[src/rtl/edge_event_arbiter.sv]
`default_nettype none
// edge_event_arbiter: captures falling edges on N_CH inputs and issues them one at a time,
// round-robin, as a PULSE_LEN-cycle channel-tagged pulse followed by a GAP_LEN idle gap.
module edge_event_arbiter #(
  parameter int N_CH      = 4,
  parameter int CH_W      = 2,
  parameter int CNT_W     = 5,
  parameter int PULSE_LEN = 4,
  parameter int GAP_LEN   = 1
) (
  input  logic            clk,
  input  logic            rst_n,
  input  logic [N_CH-1:0] sig_in,
  input  logic            clr_overflow,
  output logic            pulse_out,
  output logic [CH_W-1:0] pulse_ch,
  output logic            busy,
  output logic [N_CH-1:0] pending,
  output logic [N_CH-1:0] overflow
);

  typedef enum logic [1:0] {
    IDLE  = 2'd0,
    PULSE = 2'd1,
    GAP   = 2'd2
  } state_t;

  localparam logic [CNT_W-1:0] PULSE_INIT = CNT_W'(PULSE_LEN - 1);
  localparam logic [CNT_W-1:0] GAP_INIT   = CNT_W'((GAP_LEN > 0) ? GAP_LEN - 1 : 0);
  localparam logic [CH_W-1:0]  LAST_INIT  = CH_W'(N_CH - 1);

  state_t            state, state_nxt;
  logic [CNT_W-1:0]  cnt, cnt_nxt;
  logic              pulse_nxt, busy_nxt;
  logic [CH_W-1:0]   ch_nxt, last_grant, last_nxt;

  // hist_new is the most recent sample of sig_in, hist_old the one before it
  logic [N_CH-1:0]   hist_new, hist_old;
  logic [N_CH-1:0]   edge_det;
  logic [N_CH-1:0]   granted, pending_nxt, ovf_set, overflow_nxt;

  logic              found;
  logic [CH_W-1:0]   grant_idx;
  logic              grant_fire;

  assign edge_det = hist_old & ~hist_new;

  // Round-robin search starting just after the last granted channel.
  always_comb begin
    found     = 1'b0;
    grant_idx = '0;
    for (int i = 1; i <= N_CH; i++) begin
      for (int c = 0; c < N_CH; c++) begin
        if (!found && pending[c] && (c == ((int'(last_grant) + i) % N_CH))) begin
          found     = 1'b1;
          grant_idx = CH_W'(c);
        end
      end
    end
  end

  for (genvar c = 0; c < N_CH; c++) begin : g_ch
    assign granted[c] = grant_fire && (grant_idx == CH_W'(c));
    // An edge landing on the grant cycle re-arms the channel instead of being lost.
    assign pending_nxt[c] = granted[c] ? edge_det[c] : (pending[c] | edge_det[c]);
    assign ovf_set[c]     = edge_det[c] & pending[c] & ~granted[c];
  end

  assign overflow_nxt = (overflow & ~{N_CH{clr_overflow}}) | ovf_set;

  always_ff @(posedge clk) begin
    if (!rst_n) begin
      hist_new <= '0;
      hist_old <= '0;
      pending  <= '0;
      overflow <= '0;
    end else begin
      hist_new <= sig_in;
      hist_old <= hist_new;
      pending  <= pending_nxt;
      overflow <= overflow_nxt;
    end
  end

  always_comb begin
    state_nxt  = state;
    cnt_nxt    = cnt;
    pulse_nxt  = pulse_out;
    busy_nxt   = busy;
    ch_nxt     = pulse_ch;
    last_nxt   = last_grant;
    grant_fire = 1'b0;
    unique case (state)
      IDLE: begin
        pulse_nxt = 1'b0;
        if (found) begin
          grant_fire = 1'b1;
          ch_nxt     = grant_idx;
          last_nxt   = grant_idx;
          pulse_nxt  = 1'b1;
          busy_nxt   = 1'b1;
          cnt_nxt    = PULSE_INIT;
          state_nxt  = PULSE;
        end
      end
      PULSE: begin
        if (cnt != '0) begin
          cnt_nxt = cnt - CNT_W'(1);
        end else begin
          pulse_nxt = 1'b0;
          if (GAP_LEN == 0) begin
            busy_nxt  = 1'b0;
            state_nxt = IDLE;
          end else begin
            cnt_nxt   = GAP_INIT;
            state_nxt = GAP;
          end
        end
      end
      GAP: begin
        pulse_nxt = 1'b0;
        if (cnt != '0) begin
          cnt_nxt = cnt - CNT_W'(1);
        end else begin
          busy_nxt  = 1'b0;
          state_nxt = IDLE;
        end
      end
      default: begin
        state_nxt = IDLE;
        cnt_nxt   = '0;
        pulse_nxt = 1'b0;
        busy_nxt  = 1'b0;
      end
    endcase
  end

  always_ff @(posedge clk) begin
    if (!rst_n) begin
      state      <= IDLE;
      cnt        <= '0;
      pulse_out  <= 1'b0;
      busy       <= 1'b0;
      pulse_ch   <= '0;
      last_grant <= LAST_INIT;
    end else begin
      state      <= state_nxt;
      cnt        <= cnt_nxt;
      pulse_out  <= pulse_nxt;
      busy       <= busy_nxt;
      pulse_ch   <= ch_nxt;
      last_grant <= last_nxt;
    end
  end

endmodule
`default_nettype wire

[config.mk]
export PLATFORM = sky130hd
export DESIGN_NAME = edge_event_arbiter
export DESIGN_NICKNAME = d
export VERILOG_FILES = /design/src/rtl/edge_event_arbiter.sv
export SDC_FILE = /design/constraint.sdc
export NUM_CORES = 1
export LEC_CHECK = 0
export CAP_MARGIN = 20
export CORE_ASPECT_RATIO = 0.9
export CORE_UTILIZATION = 48
export DETAILED_ROUTE_END_ITERATION = 8
export HOLD_SLACK_MARGIN = 0.02
export PLACE_DENSITY = 0.72
export SLEW_MARGIN = 5
export SYNTH_ARGS = -nofsm -noshare
export SYNTH_HDL_FRONTEND = slang
export SYNTH_SLANG_ARGS = --single-unit
[constraint.sdc]
create_clock -name clk -period 2.2 [get_ports clk]
set_clock_uncertainty 0.2 [all_clocks]
set_input_delay 0.44 -clock clk [delete_from_list [all_inputs] [get_ports clk]]
set_output_delay 0.44 -clock clk [all_outputs]
set_load 0.01 [all_outputs]
==> results of run 1 <==
worst paths after layout:
| check | start | endpoint | slack (ns) | cells past startpoint |
|---|---|---|---|---|
| min reg2reg | hist_new[3] | hist_old[3] | 0.26 | 1 |
| max reg2reg | cnt[0] | cnt[4] | 0.22 | 7 |
| min | hist_new[3] | hist_old[3] | 0.26 | 1 |
| max | pending[3] | pending[3] | 0.07 | 1 |
layout make-up:
| type | instances | area [um2] | area share |
|---|---|---|---|
| clock buffer | 7 | 65.1 | 0.0415 |
| clock inverter | 1 | 5.00 | 0.00319 |
| inverter | 6 | 22.5 | 0.0144 |
| multi-input combinational | 109 | 664 | 0.423 |
| sequential | 29 | 582 | 0.371 |
| tap | 28 | 35.0 | 0.0223 |
| timing repair buffer | 20 | 195 | 0.124 |
per-stage QoR:
stage	std cells	setup WS (ns)	area, um2	hold slack (ns)
4_1_cts	200	0.0672	1570	0.267
3_5_place_dp	192	0.255	1500	0.241
3_3_place_gp	192	0.297	1500	0.233
6_report	200	0.0704	1570	0.265
2_1_floorplan	151	0.333	1320	0.220
5_1_grt	200	0.0156	1570	0.289
synth_stat cells (all sizes together):
cell type	count	area [um2]
clkbuf	4	25.0
a311oi	1	8.76
nor2b	5	31.3
clkdlybuf4s15	1	10.0
a21bo	1	10.0
o211ai	1	7.51
buf	2	18.8
a311o	1	11.3
o22ai	2	12.5
and2	10	62.6
clkinv	1	3.75
o21bai	1	7.51
nand3	2	10.0
inv	5	18.8
nand2	12	52.6
and2b	1	7.51
nor3	4	20.0
a21oi	11	62.6
a31oi	2	12.5
o311ai	1	8.76
a211oi	1	12.5
nor2	17	63.8
a22oi	1	7.51
nor4b	1	15.0
dfxtp	29	581
nand2b	6	37.5
xor2	3	26.3
ha	1	12.5
o21ai	11	55.1
o31ai	1	7.51
or2b	1	8.76
or4	1	11.3
a22o	2	17.5
nor4	2	18.8
a21o	2	15.0
o21a	4	30.0
layer usage:
metal | track usage | up-vias
met2 | 0.314 | 15
li1 | - | 564
met5 | 0 | -
met1 | 0.276 | 522
met3 | 0.0597 | 5
met4 | 0.0610 | 0
registers in the layout, indices dropped and copies added (netlist names):
register,cells
cnt,5
hist_new,4
hist_old,4
overflow,4
pending,4
last_grant,2
pulse_ch,2
state,2
busy,1
pulse_out,1
logic make-up (layout without fill, tap and decap cells):
kind of cell	count (synthesis)	after routing	share of synthesized area
simple gates	62	62	0.257
compound gates	43	43	0.217
flops	29	29	0.439
buf+inv	13	34	0.0578
xor+xnor	3	3	0.0199
fa+ha+maj	1	1	0.00947
power groups by stage:
| stage | Combinational (uW) | Sequential [uW] | Clock, uW |
|---|---|---|---|
| final | 516 | 706 | 368 |
| after global routing | 584 | 719 | 399 |
| after CTS | 518 | 704 | 376 |
| after detailed placement | 510 | 714 | 0 |
| after global placement | 496 | 709 | 0 |
| after floorplan | 398 | 680 | 0 |
timing repair:
item | CTS | global route
endpoints found under the hold margin | 0 | 0
setup endpoints to repair | 0 | 1
resized for setup | 0 | 1
setup buffers | 0 | 0
==> impl_results.rst, run 1 <==
.. list-table::
   :header-rows: 1

   * - Metric
     - Value
   * - PnR Total Power
     - 1590 uW
   * - Power density over cell area
     - 1010 mW/mm2
   * - Initial antenna violation count
     - 0
   * - Maximum number of pins on one net before global-route repair
     - 18
   * - Syn avg cell area
     - 8.75 um2
   * - Detailed Place HPWL
     - 1890 um
   * - Area inside the core boundary
     - 0.00253 mm2
   * - Run status
     - complete, but fails checks
   * - Root cell of the clock tree
     - clkbuf_4
   * - Number of nets produced by synthesis
     - 159
   * - Hold-fix buffers, CTS
     - 0
   * - Top achievable clock speed
     - 0.470 GHz
   * - Count of clock tree sinks
     - 29
   * - Final-stage net count
     - 179
   * - Total congestion overflow
     - 0
   * - Largest fanout of any net on the critical path
     - 11
   * - Routed wire length
     - 2700 um
   * - Cell breakdown of the critical path
     - clkdlybuf4s50_1
   * - Clock input transition at the sequential cells of the worst setup and hold paths
     - 0.09 ns
   * - Combinational share of power
     - 0.324
   * - Top routing layer in use
     - met4
   * - Number of buffers on the longest clock path
     - 2
   * - Share of total power in sequential cells
     - 0.444
   * - Worst-path cell with the longest stage delay
     - clkdlybuf4s50_1
   * - Maximum level of the CTS H-tree
     - 2
   * - M1 WL
     - 1330 um
   * - Insertion delay of the later-clocked pin in the worst-skew pair
     - 0.32 ns
   * - Post-synthesis instance area
     - between 0.001 and 0.0015 mm2
   * - Buffers added on ports
     - 18
   * - Mapped Cells
     - 151
   * - Share of cells above drive strength 1
     - 0.122
   * - Total global routing track utilization
     - 0.203
   * - Period utilisation layout
     - 0.968
   * - Final count of pins violating max slew
     - 0
   * - Bufs and invs on worst path
     - 1
   * - Number of global-route vias before repair
     - 983
   * - Detailed route wirelength on metal3
     - 81 um
   * - Starting DRT DRC Count
     - 48
   * - Number of optimization iterations in the first detailed-route pass
     - 8
   * - Number of vias per cell
     - about 5.5
   * - Number of different library cells in the post-synthesis netlist
     - between 40 and 50
   * - Cell leakage power
     - 0.000612 uW
   * - Cell family with the largest share of critical-path delay
     - buffers and inverters
   * - Residual DRC
     - 2
   * - Met2 routed WL
     - 1270 um
   * - TritonCTS clock tree
     - built
   * - Max Cap Viol
     - 0
   * - Floorplan die area
     - 0.00297 mm2
   * - RD Place Congestion
     - 0.758
   * - Vias post-DR
     - approximately 1,100
   * - Worst hold path class
     - reg2reg
   * - Standard-cell row count
     - 17
   * - First-pass GRT wire length
     - 4480 um
   * - Internal Power
     - between 1000 and 1500 uW
   * - Transition at the pin with the smallest max-transition slack
     - 0.574 ns
   * - Worst path required time
     - ~1.6 ns
   * - Fraction of power spent switching nets
     - 0.347
   * - Violations in the final reports
     - design-rule violations
   * - Reported net switching power
     - 552 uW
   * - Proportion of synthesized chip area in sequential cells
     - 0.439
   * - Yosys warnings
     - 0
   * - Boundary pin count
     - 19
   * - Setup crit end kind
     - output port
   * - Routed WL per cell
     - 13.5 um
   * - Hold Violations, Final
     - 0
   * - Most common library cell in the layout ignoring fill and taps
     - dfxtp_1
   * - Max transition margin
     - 0.614
   * - Total of fill cells in the finished design
     - 238
   * - Worst path max stage delay
     - 0.61 ns
   * - Number of synthesized register bits
     - 29
   * - Area added between synthesis and finish
     - 18.7%
   * - CTS Buf Count
     - 5
   * - Total inserted antenna cells
     - 0
   * - Post-layout min period
     - 2.13 ns
   * - End-of-flow core utilization
     - 0.620
   * - Setup tns final
     - 0 ns
   * - Peak VDD IR
     - 0.664 mV
   * - Most frequent cells in the layout
     - 28 x dfxtp_1, 18 x clkdlybuf4s50_1, 17 x nor2_1
   * - Element type at the critical path start
     - register
   * - Die outline height
     - 51.8 um
   * - Arr. time, crit path
     - 1.49 ns
   * - Antenna viol nets, final
     - 0
   * - Clock share of power
     - 0.231
   * - Die X
     - 57.3 um
   * - Unrepaired setup endpoints after global routing
     - false
   * - Final setup violation count
     - 0
   * - Starting density of the core
     - 0.522
   * - Start-to-end type of the worst setup path
     - reg2out
Power figures use the tool's default switching activity.
==> run 2: changes to the inputs <==
clock period = 2.7 ns   (was 2.2 ns; I/O delays follow)
==> run 2 against run 1 <==
Net effect: the flow still finishes with violations (design-rule violations); routed wire length decreased by 5.9%; clock power shrank 17%; setup slack gained 0.37 ns; combinational power shrank 19%; global-route usage grew 0.41 points; power is 19% lower; sequential cell count unchanged; worst hold slack got worse by 0.018 ns; die area unchanged; final area about the same; non-clock buffer count did not move; largest power group unchanged.
==> impl_results.rst, run 2 (synthesized netlist as in run 1, its figures left out) <==
.. list-table::
   :header-rows: 1

   * - Metric
     - Value
   * - Transition at the pin with the smallest max-transition slack
     - ~0.57 ns
   * - Most common library cell in the layout ignoring fill and taps
     - dfxtp_1
   * - Flop2flop setup slack
     - around 0.70 ns
   * - Total inserted antenna cells
     - 0
   * - Buffers added on ports
     - 18
   * - Register name with the most flops
     - cnt
   * - Residual DRC
     - 4
   * - First-pass GRT wire length
     - around 4500 um
   * - Starting density of the core
     - 0.522
   * - R2R Path End
     - cnt[4]
   * - Pre-CTS setup slack
     - around 0.65 ns
   * - Bufs and invs on worst path
     - 1
   * - Root cell of the clock tree
     - clkbuf_4
   * - Cell leakage power
     - 0.000612 uW
   * - Most frequent cells in the layout
     - 29 x dfxtp_1, 18 x clkdlybuf4s50_1, 17 x nor2_1
   * - Area added between synthesis and finish
     - 18.7%
   * - Post-CTS Setup Bufs
     - 0
   * - Number of buffers on the longest clock path
     - 2
   * - Starting DRT DRC Count
     - 65
   * - Setup crit end kind
     - output port
   * - DP Cell Count
     - around 190
   * - Cell family with the largest share of critical-path delay
     - buffers and inverters
   * - Initial antenna violation count
     - 0
   * - Largest fanout of any net on the critical path
     - 12
   * - Worst hold path class
     - reg2reg
   * - Cells on worst reg2reg path
     - 8
   * - Count of clock tree sinks
     - 29
   * - Total congestion overflow
     - 0
   * - Flip-flop count of the largest register, all copies and words added
     - 5
   * - Post-layout min period
     - 2.26 ns
   * - Worst-path cell with the longest stage delay
     - clkdlybuf4s50_1
   * - Standard-cell row count
     - 17
   * - Violations in the final reports
     - design-rule violations
   * - Hold-fix buffers, CTS
     - 0
   * - Max Cap Viol
     - 0
   * - Unrepaired setup endpoints after global routing
     - false
   * - Clock input transition at the sequential cells of the worst setup and hold paths
     - 0.09 ns
   * - Arr. time, crit path
     - 1.52 ns
   * - Setup tns final
     - 0 ns
   * - RD Place Congestion
     - between 0.8 and 0.9
   * - Element type at the critical path start
     - register
   * - Insertion delay of the later-clocked pin in the worst-skew pair
     - approximately 0.34 ns
   * - Final setup violation count
     - 0
   * - Area inside the core boundary
     - roughly 0.0025 mm2
   * - Period utilisation layout
     - 0.838
   * - Final worst slack
     - around 0.44 ns
   * - Cts repair resizes
     - 0
   * - Power density over cell area
     - approximately 830 mW/mm2
   * - Share of cells above drive strength 1
     - 0.116
   * - Top achievable clock speed
     - 0.442 GHz
   * - Peak VDD IR
     - 0.598 mV
   * - Worst hold path cell count
     - 1
   * - Routed wire length
     - about 2500 um
   * - Run status
     - complete, but fails checks
   * - Worst path max stage delay
     - roughly 0.61 ns
   * - Max transition margin
     - 0.614
   * - CTS Buf Count
     - 5
   * - Hold Violations, Final
     - 0
   * - Start-to-end type of the worst setup path
     - reg2out
   * - Routed WL per cell
     - 12.7 um
   * - Die X
     - 57.3 um
   * - Vias post-DR
     - 1,075
   * - Number of global-route vias before repair
     - 1,001
   * - Floorplan die area
     - 0.00297 mm2
   * - Worst path required time
     - roughly 2 ns
   * - Detailed Place HPWL
     - 1790 um
   * - TritonCTS clock tree
     - built
   * - Startpoint of the tightest hold check path
     - hist_new[0]
   * - Boundary pin count
     - 19
   * - R2r startpoint
     - cnt[0]
   * - Hold Path End
     - hist_old[0]
   * - Final count of pins violating max slew
     - 0
   * - Number of optimization iterations in the first detailed-route pass
     - 6
   * - Maximum number of pins on one net before global-route repair
     - 18
   * - Antenna viol nets, final
     - 0
   * - Cell breakdown of the critical path
     - clkdlybuf4s50_1
   * - Final-stage net count
     - 179
   * - Number of vias per cell
     - 5.38
   * - Total global routing track utilization
     - 0.207
   * - Maximum level of the CTS H-tree
     - 2
   * - Die outline height
     - 51.8 um
   * - Final standard cell count with taps included and fillers excluded
     - 200
run 2: layout make-up:
| cell class | instances | area [um2] |
|---|---|---|
| clock buffer | 7 | 65.1 |
| clock inverter | 1 | 5.00 |
| fill | 227 | 963 |
| inverter | 6 | 22.5 |
| multi-input combinational | 109 | 664 |
| sequential | 29 | 581 |
| tap | 28 | 35.0 |
| timing repair buffer | 20 | 195 |
run 2: per-layer routing:
layer  vias up  wire length (um)  global-route usage  part of all wire
li1        558                 -                   -                 -
met1       492              1290               0.259              0.51
met2        18              1090               0.306              0.43
met3         7                82              0.0547             0.032
met4         0                76               0.159             0.030
met5         -                 0                   0                 0
run 2: through the flow:
step | hold slack [ns] | utilization | total power, uW | instance area [um2]
finish | 0.246 | 0.619 | 1290 | 1570
CTS | 0.259 | 0.619 | 1310 | 1570
floorplan | 0.220 | - | 878 | 1320
global route | 0.289 | 0.619 | 1390 | 1570
global placement | 0.231 | 0.592 | 980 | 1500
detailed placement | 0.236 | 0.592 | 995 | 1500
run 2: how the worst max path moves through the flow:
stage	start	endpoint	cells past startpoint
global placement	rst_n	pulse_out	4
global route	pending[1]	pending[1]	1
detailed placement	rst_n	pulse_out	4
finish	pending[1]	pending[1]	1
CTS	pending[1]	pending[1]	1
floorplan	cnt[0]	cnt[4]	7
run 2: report_power, final:
group / leakage, uW / switching [uW] / internal (uW)
Sequential: 0.000238 / 79.0 / 492
Combinational: 0.000333 / 215 / 202
Clock: 0.0000413 / 155 / 151
==> run 3: changes to the inputs <==
CORE_UTILIZATION = 47   (was 48)
PLACE_DENSITY = 0.73   (was 0.72)
clock period = 1.8 ns   (was 2.7 ns; I/O delays follow)
==> run 3 against run 2 <==
Net effect: die area is 2.0% higher; sequential share of layout area is 3.7 points lower; final cell count is 8.5% higher; sequential cell count stayed put; first-iteration DRC count is 28% lower; global-route usage is 1.6 points higher; the run still ends with design-rule violations left; clock power is 65% higher; setup slack worse by 0.39 ns; largest cell class unchanged; routed wire length is 16% higher; power is 72% higher; count of clock-buffer cells in the layout is 2 lower.
==> impl_results.rst, run 3 (synthesized netlist as in run 1, its figures left out) <==
.. list-table::
   :header-rows: 1

   * - Metric
     - Value
   * - Post-layout min period
     - 1.75 ns
   * - Insertion delay of the later-clocked pin in the worst-skew pair
     - 0.33 ns
   * - Total inserted antenna cells
     - 0
   * - Worst path required time
     - 1.24 ns
   * - Cell leakage power
     - roughly 0.00086 uW
   * - Final count of pins violating max slew
     - 0
   * - Worst hold margin
     - 0.254 ns
   * - Cell family with the largest share of critical-path delay
     - buffers and inverters
   * - Number of optimization iterations in the first detailed-route pass
     - 6
   * - Top achievable clock speed
     - ~0.57 GHz
   * - Maximum level of the CTS H-tree
     - 2
   * - Arr. time, crit path
     - between 1 and 1.5 ns
   * - Count of clock tree sinks
     - 29
   * - Vias post-DR
     - 1,156
   * - Worst-path cell with the longest stage delay
     - clkdlybuf4s50_1
   * - Detailed Place HPWL
     - 2040 um
   * - Cell breakdown of the critical path
     - clkdlybuf4s50_1
   * - Share of cells above drive strength 1
     - 0.280
   * - Final setup violation count
     - 0
   * - Final worst slack
     - 0.0493 ns
   * - Starting density of the core
     - 0.518
   * - Number of buffers on the longest clock path
     - 2
   * - TritonCTS clock tree
     - built
   * - CTS Buf Count
     - 5
   * - Peak VDD IR
     - around 0.74 mV
   * - Final-stage net count
     - 197
   * - Routed WL per cell
     - 13.6 um
   * - Antenna viol nets, final
     - 0
   * - Clock input transition at the sequential cells of the worst setup and hold paths
     - 0.08 ns
   * - Total congestion overflow
     - 0
   * - Area added between synthesis and finish
     - 36.3%
   * - Number of vias per cell
     - roughly 5.3
   * - Buffers added on ports
     - 18
   * - Post-Place Cell Area
     - 0.00162 mm2
   * - Area inside the core boundary
     - 0.00255 mm2
   * - Number of global-route vias before repair
     - 1,137
   * - Period utilisation layout
     - 0.973
   * - End-of-flow core utilization
     - 0.705
   * - Maximum number of pins on one net before global-route repair
     - 12
   * - Initial antenna violation count
     - 0
   * - Hold Violations, Final
     - 0
   * - Starting DRT DRC Count
     - 47
   * - Max Cap Viol
     - 0
   * - Register name with the most flops
     - cnt
   * - Element type at the critical path start
     - register
   * - Max transition margin
     - 0.662
   * - Worst path max stage delay
     - 0.53 ns
   * - Run status
     - complete, but fails checks
   * - Worst hold path class
     - reg2reg
   * - Die X
     - roughly 58 um
   * - Post-route cell area
     - 0.00180 mm2
   * - Setup tns final
     - 0 ns
   * - Floorplan die area
     - 0.00303 mm2
   * - Start-to-end type of the worst setup path
     - reg2out
   * - Total global routing track utilization
     - 0.224
   * - Residual DRC
     - 1
   * - Setup crit end kind
     - output port
   * - RD Place Congestion
     - between 0.8 and 0.9
   * - Standard-cell row count
     - 17
   * - Die outline height
     - 52.3 um
   * - Violations in the final reports
     - design-rule violations
   * - Transition at the pin with the smallest max-transition slack
     - approximately 0.50 ns
   * - Flip-flop count of the largest register, all copies and words added
     - 5
   * - Most common library cell in the layout ignoring fill and taps
     - dfxtp_1
   * - Routed wire length
     - 2940 um
   * - Boundary pin count
     - 19
   * - Bufs and invs on worst path
     - 1
   * - Pre-CTS setup slack
     - -0.0775 ns
   * - First-pass GRT wire length
     - 4930 um
   * - Largest fanout of any net on the critical path
     - 2
   * - Most frequent cells in the layout
     - 22 x dfxtp_1, 19 x buf_4, 17 x nor2_1
   * - Unrepaired setup endpoints after global routing
     - true
   * - Power density over cell area
     - roughly 1200 mW/mm2
   * - Root cell of the clock tree
     - clkbuf_4
==> run 3: cell types whose count changed in the layout (fill, tap and decap cells not counted), moves of 4 or more <==
cell and change:
buf_4 +17, clkdlybuf4s50_1 -11, dfxtp_1 -7, dlymetal6s2s_1 +7, dfxtp_4 +4, dlygate4sd2_1 +4
==> run 3: per-layer routing <==
metal,part of all wire,track usage,up-vias
met3,0.062,0.0963,7
met2,0.47,0.358,30
met1,0.45,0.266,522
met5,0,0,-
met4,0.014,0.0833,0
li1,-,-,597
==> run 3: repair_timing <==
action / CTS / global route
hold buffers: 0 / 0
buffers inserted: 1 / 2
cloned: 0 / 0
setup endpoints to repair: 10 / 17
pin swaps: 0 / 6
resized for setup: 15 / 22
==> run 3: final timing paths <==
| check | start | endpoint | slack [ns] | cells past startpoint |
|---|---|---|---|---|
| min | pulse_ch[1] | pulse_ch[1] | 0.25 | 2 |
| max reg2reg | pending[3] | pending[3] | 0.06 | 7 |
| min reg2reg | pulse_ch[1] | pulse_ch[1] | 0.25 | 2 |
| max | pulse_out | pulse_out | 0.05 | 1 |
==> run 3: final cells by class <==
cell class	instances	area, um2
fill	190	752
inverter	6	22.5
multi-input combinational	109	724
clock inverter	2	35.0
clock buffer	5	37.5
timing repair buffer	38	347
tap	28	35.0
sequential	29	599
==> run 3: stage by stage <==
stage,cells,total power [uW]
detailed placement,207,1630
global placement,207,1600
CTS,215,2150
floorplan,151,1350
finish,217,2230
global route,217,2380
==> run 3: power by group <==
group          switching [uW]  internal (uW)
clock                     220            282
combinational             417            454
sequential                112            741
